### config.mk
export PLATFORM = sky130hd
export DESIGN_NAME = alu_mc_flat
export DESIGN_NICKNAME = d
export VERILOG_FILES = /design/src/rtl/alu_pkg.sv /design/src/rtl/alu_mc_if.sv /design/src/rtl/alu_mc_mul_seq.sv /design/src/rtl/alu_mc.sv /design/src/flat_wrapper.sv
export SDC_FILE = /design/constraint.sdc
export NUM_CORES = 1
export LEC_CHECK = 0
export ABC_AREA = 1
export BUFFER_PORTS_ARGS = -buffer_cell sky130_fd_sc_hd__buf_2
export CORE_UTILIZATION = 58
export CTS_CLUSTER_SIZE = 14
export DETAILED_ROUTE_END_ITERATION = 12
export PLACE_DENSITY = 0.85
export SETUP_SLACK_MARGIN = 0.5
export SLEW_MARGIN = 0
export SYNTH_ARGS = -nofsm -noshare
export SYNTH_HDL_FRONTEND = slang
export SYNTH_SLANG_ARGS = --single-unit
### constraint.sdc
create_clock -name clk_i -period 2.2 [get_ports clk_i]
set_input_delay 0.55 -clock clk_i [delete_from_list [all_inputs] [get_ports clk_i]]
set_output_delay 0.55 -clock clk_i [all_outputs]
set_load 0.02 [all_outputs]
### src/rtl/alu_pkg.sv
// Shared types for the handshaked ALU: opcode map, control states and flag layout.
// The multiplier opcode is only honoured when ALU_MC_MUL_EN is defined.
package alu_pkg;

    typedef enum logic [3:0] {
        OP_ADD   = 4'h0,
        OP_SUB   = 4'h1,
        OP_AND   = 4'h2,
        OP_OR    = 4'h3,
        OP_XOR   = 4'h4,
        OP_PASS_A = 4'h5,
        OP_PASS_B = 4'h6,
        OP_NEG_A = 4'h7,
        OP_NEG_B = 4'h8,
        OP_NOT_A = 4'h9,
        OP_NOT_B = 4'hA,
        OP_MUL   = 4'hB,
        OP_SHL   = 4'hC,
        OP_SHR   = 4'hD
    } op_e;

    typedef enum logic [1:0] {
        IDLE = 2'd0,
        MUL  = 2'd1,
        DONE = 2'd2
    } state_e;

    localparam int FLAG_Z = 0;
    localparam int FLAG_C = 1;
    localparam int FLAG_V = 2;
    localparam int FLAG_N = 3;

    function automatic logic [3:0] pack_flags(input logic n, input logic v,
                                              input logic c, input logic z);
        logic [3:0] f;
        f         = '0;
        f[FLAG_N] = n;
        f[FLAG_V] = v;
        f[FLAG_C] = c;
        f[FLAG_Z] = z;
        return f;
    endfunction

endpackage

### src/rtl/alu_mc_if.sv
// Operand/result handshake bundle between the register-file read stage and writeback.
interface alu_mc_if #(parameter int WIDTH = 8);
    logic             in_valid_i;
    logic             in_ready_o;
    logic [WIDTH-1:0] a_i;
    logic [WIDTH-1:0] b_i;
    logic [3:0]       op_i;
    logic             out_valid_o;
    logic             out_ready_i;
    logic [WIDTH-1:0] result_o;
    logic [WIDTH-1:0] result_hi_o;
    logic [3:0]       flags_o;
    logic             invalid_o;

    modport master (
        output in_valid_i, a_i, b_i, op_i, out_ready_i,
        input  in_ready_o, out_valid_o, result_o, result_hi_o, flags_o, invalid_o
    );

    modport slave (
        input  in_valid_i, a_i, b_i, op_i, out_ready_i,
        output in_ready_o, out_valid_o, result_o, result_hi_o, flags_o, invalid_o
    );
endinterface

### src/rtl/alu_mc_mul_seq.sv
// Sequential shift-add unsigned multiplier: bit 0 is consumed on the start edge,
// the remaining WIDTH-1 bits on the following edges, then done stays high until the next start.
module alu_mul_seq #(
    parameter int WIDTH = 8
) (
    input  logic               clk_i,
    input  logic               rst_ni,
    input  logic               start,
    input  logic [WIDTH-1:0]   a,
    input  logic [WIDTH-1:0]   b,
    output logic               done,
    output logic [2*WIDTH-1:0] product
);

    localparam int CW = $clog2(WIDTH) + 1;

    logic [2*WIDTH-1:0] acc_reg;
    logic [2*WIDTH-1:0] mcand_reg;
    logic [WIDTH-1:0]   mplier_reg;
    logic [CW-1:0]      count_reg;
    logic               busy_reg;
    logic               done_reg;

    always_ff @(posedge clk_i or negedge rst_ni) begin
        if (!rst_ni) begin
            acc_reg    <= '0;
            mcand_reg  <= '0;
            mplier_reg <= '0;
            count_reg  <= '0;
            busy_reg   <= 1'b0;
            done_reg   <= 1'b0;
        end else if (start) begin
            acc_reg    <= b[0] ? {{WIDTH{1'b0}}, a} : '0;
            mcand_reg  <= {{(WIDTH-1){1'b0}}, a, 1'b0};
            mplier_reg <= {1'b0, b[WIDTH-1:1]};
            count_reg  <= CW'(1);
            busy_reg   <= 1'b1;
            done_reg   <= 1'b0;
        end else if (busy_reg) begin
            acc_reg    <= acc_reg + (mplier_reg[0] ? mcand_reg : '0);
            mcand_reg  <= mcand_reg << 1;
            mplier_reg <= mplier_reg >> 1;
            count_reg  <= count_reg + CW'(1);
            if (count_reg == CW'(WIDTH-1)) begin
                busy_reg <= 1'b0;
                done_reg <= 1'b1;
            end
        end
    end

    assign done    = done_reg;
    assign product = acc_reg;

endmodule

### src/rtl/alu_mc.sv
// Handshaked WIDTH-bit ALU with registered result/flags and a valid/ready port pair.
// Define ALU_MC_MUL_EN to build the multi-cycle multiplier behind opcode 0xB.
module alu_mc
    import alu_pkg::*;
#(
    parameter int WIDTH = 8
) (
    input  logic     clk_i,
    input  logic     rst_ni,
    alu_mc_if.slave  bus
);

    localparam logic [WIDTH-1:0] SHIFT_LIMIT = WIDTH'(WIDTH);

    state_e           state_reg;
    state_e           state_next;
    state_e           accept_state;
    logic             accept;
    logic             load_alu;
    logic [WIDTH-1:0] alu_result;
    logic [3:0]       alu_flags;
    logic             alu_invalid;
    logic             c_bit;
    logic             v_bit;
    logic [WIDTH:0]   sum_ext;
    logic [WIDTH:0]   shl_ext;
    logic [WIDTH:0]   shr_ext;
    logic [WIDTH-1:0] result_reg;
    logic [3:0]       flags_reg;
    logic             invalid_reg;

    assign bus.in_ready_o = (state_reg == IDLE) || ((state_reg == DONE) && bus.out_ready_i);
    assign accept         = bus.in_valid_i && bus.in_ready_o;

    // Single-cycle datapath; the extended shifts expose the last bit shifted out.
    always_comb begin
        alu_result  = '0;
        c_bit       = 1'b0;
        v_bit       = 1'b0;
        alu_invalid = 1'b0;
        sum_ext     = {1'b0, bus.a_i} + {1'b0, bus.b_i};
        shl_ext     = {1'b0, bus.a_i} << bus.b_i;
        shr_ext     = {bus.a_i, 1'b0} >> bus.b_i;
        case (bus.op_i)
            OP_ADD: begin
                alu_result = sum_ext[WIDTH-1:0];
                c_bit      = sum_ext[WIDTH];
                v_bit      = (bus.a_i[WIDTH-1] == bus.b_i[WIDTH-1]) &&
                             (alu_result[WIDTH-1] != bus.a_i[WIDTH-1]);
            end
            OP_SUB: begin
                alu_result = bus.a_i - bus.b_i;
                c_bit      = bus.a_i < bus.b_i;
                v_bit      = (bus.a_i[WIDTH-1] != bus.b_i[WIDTH-1]) &&
                             (alu_result[WIDTH-1] != bus.a_i[WIDTH-1]);
            end
            OP_AND:    alu_result = bus.a_i & bus.b_i;
            OP_OR:     alu_result = bus.a_i | bus.b_i;
            OP_XOR:    alu_result = bus.a_i ^ bus.b_i;
            OP_PASS_A: alu_result = bus.a_i;
            OP_PASS_B: alu_result = bus.b_i;
            OP_NEG_A: begin
                alu_result = '0 - bus.a_i;
                v_bit      = bus.a_i[WIDTH-1] && alu_result[WIDTH-1];
            end
            OP_NEG_B: begin
                alu_result = '0 - bus.b_i;
                v_bit      = bus.b_i[WIDTH-1] && alu_result[WIDTH-1];
            end
            OP_NOT_A:  alu_result = ~bus.a_i;
            OP_NOT_B:  alu_result = ~bus.b_i;
            OP_SHL: begin
                if (bus.b_i < SHIFT_LIMIT) begin
                    alu_result = shl_ext[WIDTH-1:0];
                    c_bit      = shl_ext[WIDTH];
                end
            end
            OP_SHR: begin
                if (bus.b_i < SHIFT_LIMIT) begin
                    alu_result = shr_ext[WIDTH:1];
                    c_bit      = shr_ext[0];
                end
            end
`ifdef ALU_MC_MUL_EN
            OP_MUL:    alu_result = '0;
`endif
            default:   alu_invalid = 1'b1;
        endcase
        alu_flags = alu_invalid ? 4'b0000 :
                    pack_flags(alu_result[WIDTH-1], v_bit, c_bit, alu_result == '0);
    end

`ifdef ALU_MC_MUL_EN
    logic               is_mul;
    logic               mul_start;
    logic               mul_done;
    logic               load_mul;
    logic [2*WIDTH-1:0] mul_product;
    logic [3:0]         mul_flags;
    logic [WIDTH-1:0]   result_hi_reg;

    assign is_mul       = (bus.op_i == OP_MUL);
    assign mul_start    = accept && is_mul;
    assign load_alu     = accept && !is_mul;
    assign load_mul     = (state_reg == MUL) && mul_done;
    assign accept_state = is_mul ? MUL : DONE;
    assign mul_flags    = pack_flags(mul_product[WIDTH-1], 1'b0,
                                     |mul_product[2*WIDTH-1:WIDTH],
                                     mul_product[WIDTH-1:0] == '0);

    alu_mul_seq #(.WIDTH(WIDTH)) u_mul (
        .clk_i   (clk_i),
        .rst_ni  (rst_ni),
        .start   (mul_start),
        .a       (bus.a_i),
        .b       (bus.b_i),
        .done    (mul_done),
        .product (mul_product)
    );

    always_ff @(posedge clk_i or negedge rst_ni) begin
        if (!rst_ni) begin
            result_hi_reg <= '0;
        end else if (load_alu) begin
            result_hi_reg <= '0;
        end else if (load_mul) begin
            result_hi_reg <= mul_product[2*WIDTH-1:WIDTH];
        end
    end

    assign bus.result_hi_o = result_hi_reg;
`else
    assign load_alu        = accept;
    assign accept_state    = DONE;
    assign bus.result_hi_o = '0;
`endif

    always_comb begin
        state_next = state_reg;
        case (state_reg)
            IDLE: if (accept) state_next = accept_state;
`ifdef ALU_MC_MUL_EN
            MUL:  if (mul_done) state_next = DONE;
`endif
            DONE: begin
                if (accept)               state_next = accept_state;
                else if (bus.out_ready_i) state_next = IDLE;
            end
            default: state_next = IDLE;
        endcase
    end

    always_ff @(posedge clk_i or negedge rst_ni) begin
        if (!rst_ni) begin
            state_reg   <= IDLE;
            result_reg  <= '0;
            flags_reg   <= '0;
            invalid_reg <= 1'b0;
        end else begin
            state_reg <= state_next;
            if (load_alu) begin
                result_reg  <= alu_result;
                flags_reg   <= alu_flags;
                invalid_reg <= alu_invalid;
            end
`ifdef ALU_MC_MUL_EN
            else if (load_mul) begin
                result_reg  <= mul_product[WIDTH-1:0];
                flags_reg   <= mul_flags;
                invalid_reg <= 1'b0;
            end
`endif
        end
    end

    assign bus.out_valid_o = (state_reg == DONE);
    assign bus.result_o    = result_reg;
    assign bus.flags_o     = flags_reg;
    assign bus.invalid_o   = invalid_reg;

endmodule

### src/flat_wrapper.sv
// flat-port wrapper written by rule: the top's interface ports become plain ports
module alu_mc_flat import alu_pkg::*;
#(
    parameter int WIDTH = 8
)
  (clk_i, rst_ni, bus_in_valid_i, bus_a_i, bus_b_i, bus_op_i, bus_out_ready_i, bus_in_ready_o, bus_out_valid_o, bus_result_o, bus_result_hi_o, bus_flags_o, bus_invalid_o);
  alu_mc_if #(.WIDTH(WIDTH)) bus_i ();
  input  logic clk_i;
  input  logic rst_ni;
  input wire logic [$bits(bus_i.in_valid_i)-1:0] bus_in_valid_i;
  input wire logic [$bits(bus_i.a_i)-1:0] bus_a_i;
  input wire logic [$bits(bus_i.b_i)-1:0] bus_b_i;
  input wire logic [$bits(bus_i.op_i)-1:0] bus_op_i;
  input wire logic [$bits(bus_i.out_ready_i)-1:0] bus_out_ready_i;
  output wire logic [$bits(bus_i.in_ready_o)-1:0] bus_in_ready_o;
  output wire logic [$bits(bus_i.out_valid_o)-1:0] bus_out_valid_o;
  output wire logic [$bits(bus_i.result_o)-1:0] bus_result_o;
  output wire logic [$bits(bus_i.result_hi_o)-1:0] bus_result_hi_o;
  output wire logic [$bits(bus_i.flags_o)-1:0] bus_flags_o;
  output wire logic [$bits(bus_i.invalid_o)-1:0] bus_invalid_o;
  assign bus_i.in_valid_i = bus_in_valid_i;
  assign bus_i.a_i = bus_a_i;
  assign bus_i.b_i = bus_b_i;
  assign bus_i.op_i = bus_op_i;
  assign bus_i.out_ready_i = bus_out_ready_i;
  assign bus_in_ready_o = bus_i.in_ready_o;
  assign bus_out_valid_o = bus_i.out_valid_o;
  assign bus_result_o = bus_i.result_o;
  assign bus_result_hi_o = bus_i.result_hi_o;
  assign bus_flags_o = bus_i.flags_o;
  assign bus_invalid_o = bus_i.invalid_o;
  alu_mc #(.WIDTH(WIDTH)) u_core (.clk_i(clk_i), .rst_ni(rst_ni), .bus(bus_i));
endmodule
==> flow_summary.yaml, run 1 <==
clock_network:
  cts_buffers: 3
  postCtsHoldBufs: 0
  cts_buffer_depth: 2
  cts_sinks: 14
  cts_root_buf: "clkbuf_8"
  htreeDepth: 1
yosys:
  synthArstFlopShare: 1.000
  syn_area_um2: 2999
  synth_ff_type: "dfrtp_1"
  synth_seq_cells: 14
  synth_cells: 550
  synth_edf_count: 0
  ys_types: 34
  synth_warnings: 0
  yosysSeqAreaShare: 0.1168
  syn_avg_cell_area_um2: 5.453
global_routing:
  grt_max_degree: 20
  grt_use_total: 0.8248
  grt.overflow.total: 103
floorplan:
  io-pin-count: 47
  core.rowCount: 25
  die_w_um: 73.91
  die_y_um: 73.91
  start_util: 0.6186
status:
  firstError: "[ERROR GRT-0232] Routing congestion too high. Check the congestion heatmap in the GUI."
  haltStage: "global routing (5_1_grt)"
  status: "did not finish"
placement:
  io_buffer_count: 38
  place_congestion: 1.037
  dp_hpwl_mm: 9.227
timing:
  postGrtWorstEndpoint: "u_core.bus.flags_o[0]$_DFFE_PN0P_/D"
  endpoint_type: "sequential cell input"
## cell usage after synthesis, types with 2 or more instances
library cell,number,area share
nand2_1,173,0.22
nor2_1,79,0.099
nand3_1,67,0.11
inv_1,50,0.063
ha_1,28,0.12
nand4_1,23,0.048
o21ai_0,23,0.038
a21oi_1,21,0.035
dfrtp_1,14,0.12
buf_4,11,0.028
inv_2,6,0.0075
o21ai_1,6,0.010
buf_2,5,0.0083
or2_2,5,0.010
clkbuf_1,4,0.0050
nand2_2,4,0.0083
nor2_2,4,0.0083
nor3_1,4,0.0067
o22ai_1,4,0.0083
a21o_1,2,0.0050
fa_1,2,0.013
o211ai_1,2,0.0050
xor2_1,2,0.0058
## repair_timing
item                       CTS
pin swaps                   34
gates resized for setup     77
gates cloned                 1
buffers inserted            10
setup endpoints to repair   12
## routing by layer
| metal | GRT overflow | global-route usage |
|---|---|---|
| met3 | 2 | 0.6228 |
| met5 | 0 | 0.2130 |
| met4 | 38 | 0.9252 |
| met1 | 2 | 0.7977 |
| met2 | 61 | 1.026 |
## logic make-up after synthesis
| group | Yosys count | share of synthesized area |
|---|---|---|
| AO/OA/AOI/OAI | 62 | 0.1122 |
| XOR/XNOR | 3 | 0.008763 |
| adder cells (fa/ha/maj) | 30 | 0.1302 |
| buffers and inverters | 78 | 0.1139 |
| flip-flops | 14 | 0.1168 |
| other | 1 | 0.001250 |
| AND/OR/NAND/NOR | 362 | 0.5169 |
## metrics by stage
stage | utilization | cells | setup slack, ps | cell area [um^2]
2_1_floorplan | - | 557 | 39.87 | 3214
3_3_place_gp | 0.7928 | 713 | -272.2 | 3844
3_5_place_dp | 0.7928 | 713 | -289.7 | 3844
4_1_cts | 0.8849 | 728 | 61.76 | 4290
==> run 2: changes to the inputs <==
CORE_UTILIZATION = 40   (was 58)
CTS_CLUSTER_SIZE = unset   (was 14)
PLACE_DENSITY = unset   (was 0.85)
PLACE_DENSITY_LB_ADDON = 0.15   (was unset)
SETUP_SLACK_MARGIN = unset   (was 0.5)
==> run 2 against run 1 <==
  * The flow now finishes, with violations (negative setup slack)
  * Synthesized cell count is the same
  * Synthesized area stayed put
==> flow_summary.yaml, run 2 <==
pwr:
  p_sw_frac: 0.4366
  leakage_nw: 2.275
  p_int_w: 0.0008020
  seq_power_share: 0.221
  p_switching_w: 0.0006215
  clockPowerShare: 0.183
  vdd_ir_drop_max_uv: 178.9
  p_per_area_nw_per_um2: 334.3
  share_comb_of_total_power: 0.595
routing:
  dr.pass1.iters: 5
  ant_nets: 0
  viasPerCell: 5.323
  drt_iter0_drc: 439
  post-route-drc-count: 0
  routed_wl_mm: 11.73
  num_vias: 4109
  wl_per_cell_um: 15.19
placement:
  place_area_um2: 3934
  dp_hpwl_mm: 9.278
  place_congestion: 0.9433
  io_buffer_count: 38
floorplan:
  die_w_um: 88.59
  dieArea_um2: 7848
  start_util: 0.4135
  die_y_um: 88.59
  core-area_um2: 7253
  core.rowCount: 31
  io-pin-count: 47
worst_setup_path:
  cp_num_buf_inv: 1
  path_class: "input port to flop"
  path_max_fanout: 3
  cpMaxStageDelayCell: "fa_2"
  endpoint_kind: "flop"
  crit_chain: "buf_8 > ha_4 > fa_2 > or2_4 > nand3_2 > nand2_1 > nor2_1 > nand2_1 > nor2_2 > nand3_1 > nor2_1 > nand3_1 > nor2_1 > nand3_1 > nand2_1"
  required_ps: 2390
  cpPeakStageDelay_ps: 350
  cp.arrival_ps: 2400
  path_delay_family: "simple AND/OR/NAND/NOR gates"
  start_kind: "input port"
global_routing:
  grt.overflow.total: 0
  grt_first_pass_wirelength_mm: 18.03
  grt_use_total: 0.3014
  grt_max_degree: 21
  grt_pass1_vias: 3670
  antenna_found_initial: 0
timing:
  fin_crit_sh: 1.002
  slew_violations: 0
  relSlewSlack: 0.6587
  fin_worst_skew_ps: 1.910
  holdWs_ps: 182.9
  fmax_mhz: 453.5
  setup_slack_ps: -5.143
  period_needed_ps: 2205
  fin_tns_setup_ps: -8.061
  rsz0062_at_grt: "yes"
  setup_violations: 2
  worst_pin_slew_ps: 510.0
  hold_violations: 0
yosys:
  synth_ff_type: "dfrtp_1"
  yosysSeqAreaShare: 0.1168
  synth_warnings: 0
  synthTopCellsByArea: "nand2_1 (22%), dfrtp_1 (12%), ha_1 (12%), nand3_1 (11%), nor2_1 (9.9%)"
  synthArstFlopShare: 1.000
  synth_cells: 550
  synth_top_area_frac: 0.2165
  ys_types: 34
  syn_area_um2: 2999
  syn_avg_cell_area_um2: 5.453
  synth_area_leader_cell: "nand2_1"
  synth_seq_cells: 14
  post-synth-top-count-cell: "nand2_1"
  synth_edf_count: 0
  synth_top_cells_by_count: "nand2_1 (173), nor2_1 (79), nand3_1 (67)"
clock_network:
  cts_root_buf: "clkbuf_8"
  cts_tree: "done"
  cts_sinks: 14
  path_clk_slew_ps: 60
  htreeDepth: 1
  cts_buffers: 3
  cts_buffer_depth: 2
  worstSkewPairLatency_ps: 250
cells_and_area:
  final_cell_mix: "nand2_1 (164), buf_4 (94), nor2_1 (70)"
  layout.cells.most_common: "nand2_1"
  postLayoutCellArea_um2: 4258
  area_delta_synth_final_pct: 41.97
  nets: 728
  antennaDiodeCount: 0
  drive_above_1_share: 0.3091
  largest_reg_flops: 8
status:
  status: "complete, but fails checks"
  violations: "negative setup slack"
min_path:
  worst_hold_path_type: "input port to async pin"
job:
  max-cap-violations: 0
[run 2: cell counts after synthesis]
No cell type changed its count.
[run 2: final cells by class]
cell class,instances,area (um^2)
inverters,56,212.7
fillers,745,2995
multi-input cells,465,2562
well taps,99,123.9
flip-flops and latches,14,350.3
clock buffers,4,55.05
repair buffers,134,953.4
[run 2: cell families after synthesis]
logic type / after synthesis / share of synthesized area
AND/OR/NAND/NOR: 362 / 0.5169
other: 1 / 0.001250
adder cells (fa/ha/maj): 30 / 0.1302
flip-flops: 14 / 0.1168
AO/OA/AOI/OAI: 62 / 0.1122
buffers and inverters: 78 / 0.1139
XOR/XNOR: 3 / 0.008763
[run 2: stage by stage]
stage | setup WS [ps] | std cells | util | power [W]
floorplan | 2.509 | 557 | - | 0.0007388
global placement | -313.6 | 764 | 0.5423 | 0.001059
detailed placement | -296.9 | 764 | 0.5423 | 0.001068
CTS | -21.11 | 768 | 0.5520 | 0.001336
global route | -186.0 | 772 | 0.5870 | 0.001522
finish | -5.143 | 772 | 0.5870 | 0.001424
[run 2: final timing paths]
| kind | start | endpoint | cells after the start | slack (ps) |
|---|---|---|---|---|
| max in group asynchronous | rst_ni | u_core.bus.result_o[3]$_DFFE_PN0P_ | 1 | 1780 |
| min reg2reg | u_core.bus.flags_o[0]$_DFFE_PN0P_ | u_core.bus.flags_o[0]$_DFFE_PN0P_ | 2 | 480 |
| min in group clk_i | u_core.bus.flags_o[0]$_DFFE_PN0P_ | u_core.bus.flags_o[0]$_DFFE_PN0P_ | 2 | 480 |
| max reg2reg | u_core.state_reg[1]$_DFFE_PN0P_ | u_core.bus.flags_o[0]$_DFFE_PN0P_ | 9 | 620 |
| min | rst_ni | u_core.bus.result_o[1]$_DFFE_PN0P_ | 1 | 180 |
| max | bus_a_i[0] | u_core.bus.flags_o[0]$_DFFE_PN0P_ | 15 | -5 |
[run 2: worst reg2reg max path, stage by stage (launching register included)]
cell and delay [ps]:
dfrtp_1 380, nand2_1 100, nand2_1 80, a31oi_1 360, nand3_1 130, nor2_1 120
nand3_1 100, nor2_1 110, nand3_1 80, nand2_1 70
[run 2: power by group through the flow]
stage	Combinational [W]	Sequential (W)	Clock [W]
2_1_floorplan	0.000373	0.000366	0
3_3_place_gp	0.000741	0.000318	0
3_5_place_dp	0.000749	0.000319	0
4_1_cts	0.000757	0.000315	0.000265
5_1_grt	0.000927	0.000320	0.000275
6_report	0.000848	0.000315	0.000261
[run 2: timing repair]
item,4_1_cts,5_1_grt
gates resized for setup,5,62
buffers inserted,0,4
setup endpoints to repair,3,10
hold buffers,0,0
pin swaps,3,36
hold endpoints to repair,0,0
cloned,0,0
[run 2: layer usage]
layer / track usage / vias up / part of all wire
met5: 0 / - / 0
met3: 0.03825 / 41 / 0.070
met1: 0.4125 / 1830 / 0.44
met4: 0.09238 / 0 / 0.035
li1: - / 2026 / -
met2: 0.4923 / 212 / 0.45
No activity file was read; power rests on OpenSTA's default activity.
==> run 3: changes to the inputs <==
BUFFER_PORTS_ARGS = unset   (was -buffer_cell sky130_fd_sc_hd__buf_2)
DONT_BUFFER_PORTS = 1   (was unset)
==> run 3 against run 2 <==
  * The flow now finishes without violations
  * Cell area decreased by 17%
  * Flip-flop and latch count unchanged
  * Hold slack improved by 400 ps
  * Final cell count decreased by 11%
  * Fmax increased by 6.7%
  * Worst setup slack improved by 140 ps
  * Highest routed layer unchanged
==> flow_summary.yaml, run 3 (synthesis results as in run 2) <==
pwr:
  p_sw_frac: 0.4255
  vdd_ir_drop_max_uv: 198.1
  seq_power_share: 0.314
  clockPowerShare: 0.214
  leakage_nw: 1.870
  share_comb_of_total_power: 0.472
  p_int_w: 0.0006743
  p_per_area_nw_per_um2: 331.2
  p_switching_w: 0.0004995
worst_setup_path:
  cp.arrival_ps: 2250
  crit_start: "bus_a_i[0]"
  endpoint_kind: "flop"
  path_class: "input port to flop"
  required_ps: 2390
  path_max_fanout: 6
  start_kind: "input port"
  timing.rr.start: "u_core.state_reg[1]$_DFFE_PN0P_"
clock_network:
  cts_sinks: 14
  cts_buffer_depth: 2
  cts_root_buf: "clkbuf_8"
  cts_tree: "done"
  cts_buffers: 3
  htreeDepth: 1
  path_clk_slew_ps: 60
  worstSkewPairLatency_ps: 250
global_routing:
  grt.overflow.total: 0
  grt_pass1_vias: 3481
  grt_max_degree: 21
  grt_first_pass_wirelength_mm: 17.34
  antenna_found_initial: 0
  grt_use_total: 0.2873
cells_and_area:
  nets: 645
  largest_reg_flops: 8
  fin_cells: 689
  area_delta_synth_final_pct: 18.19
  antennaDiodeCount: 0
  drive_above_1_share: 0.1542
  layout.cells.most_common: "nand2_1"
  final_cell_mix: "nand2_1 (173), nor2_1 (75), nand3_1 (66)"
  fill_cells: 816
timing:
  worst_pin_slew_ps: 805.8
  relSlewSlack: 0.4608
  period_needed_ps: 2067
  rsz0062_at_grt: "yes"
  fin_worst_skew_ps: 2.805
  hold_violations: 0
  slew_violations: 0
  setup_violations: 0
  fmax_mhz: 483.7
  fin_tns_setup_ps: 0
  fin_crit_sh: 0.9397
routing:
  routed_wl_mm: 10.84
  wl_per_cell_um: 15.74
  dr.pass1.iters: 5
  num_vias: 3798
  viasPerCell: 5.512
  ant_nets: 0
  post-route-drc-count: 0
  drt_iter0_drc: 404
floorplan:
  die_w_um: 88.59
  die_y_um: 88.59
  dieArea_um2: 7848
  start_util: 0.4135
  io-pin-count: 47
  core-area_um2: 7253
  core.rowCount: 31
placement:
  place.detailed.instances: 683
  dp_hpwl_mm: 8.814
  io_buffer_count: 0
  place_congestion: 0.9798
min_path:
  worst_hold_path_type: "input port to flop"
  hold_start: "bus_op_i[1]"
job:
  max-cap-violations: 0
status:
  status: "complete, no violations"
run 3: repair_timing:
item,4_1_cts,5_1_grt
endpoints found under the hold margin,14,0
hold buffers,1,0
setup buffers,0,1
endpoints found under the setup margin,0,5
gates resized for setup,0,18
run 3: power by group through the flow:
stage / sequential, W / clock (W) / combinational (W)
6_report: 0.000368 / 0.000251 / 0.000554
2_1_floorplan: 0.000366 / 0 / 0.000373
5_1_grt: 0.000374 / 0.000268 / 0.000626
4_1_cts: 0.000369 / 0.000253 / 0.000533
3_3_place_gp: 0.000373 / 0 / 0.000522
3_5_place_dp: 0.000373 / 0 / 0.000524
run 3: path summary, 6_finish.rpt:
check | cells past startpoint | slack [ps] | end
setup / recovery | 16 | 130 | u_core.bus.flags_o[0]$_DFFE_PN0P_
hold / removal | 2 | 590 | u_core.bus.invalid_o$_DFFE_PN0P_
setup reg to reg | 9 | 360 | u_core.bus.flags_o[0]$_DFFE_PN0P_
hold reg to reg | 2 | 630 | u_core.bus.result_o[4]$_DFFE_PN0P_
max in group asynchronous | 1 | 1040 | u_core.bus.result_o[0]$_DFFE_PN0P_
min in group asynchronous | 1 | 760 | u_core.bus.invalid_o$_DFFE_PN0P_
run 3: area by class of cell:
type / count / area (um^2) / share of cell area
Inverter: 56 / 225.2 / 0.06354
Sequential cell: 14 / 350.3 / 0.09884
Clock buffer: 4 / 55.05 / 0.01553
Tap cell: 99 / 123.9 / 0.03495
Timing Repair Buffer: 51 / 385.4 / 0.1087
Multi-Input combinational cell: 465 / 2405 / 0.6784
run 3: routing by layer:
layer  vias up  track usage  wire (um)
met1      1696       0.3961       4703
li1       1873            -          -
met3        29      0.04571       1003
met2       200       0.4594       4791
met5         -            0          0
met4         0      0.08651        343
run 3: stage by stage:
step | cell area, um^2 | hold slack (ps) | total power [W] | utilization | setup WS (ps)
2_1_floorplan | 3060 | 254.4 | 0.0007388 | - | 2.509
3_3_place_gp | 3408 | 254.6 | 0.0008949 | 0.4699 | -173.4
3_5_place_dp | 3408 | 254.7 | 0.0008970 | 0.4699 | -200.3
4_1_cts | 3473 | 562.1 | 0.001155 | 0.4789 | 55.17
5_1_grt | 3545 | 594.8 | 0.001268 | 0.4887 | -87.37
6_report | 3545 | 586.0 | 0.001174 | 0.4887 | 132.6
run 3: worst max-delay path, cell delays in order:
cell and delay [ps]:
clkinv_8 30, ha_4 130, inv_4 30, fa_2 380, xnor2_1 140, nand2_1 80, nand3_2 60, nor2_2 120
nand2_1 90, nor2_2 110, nand3_1 80, nor2_1 120, nand3_1 80, nor2_1 120, nand3_1 80, nand2_1 60
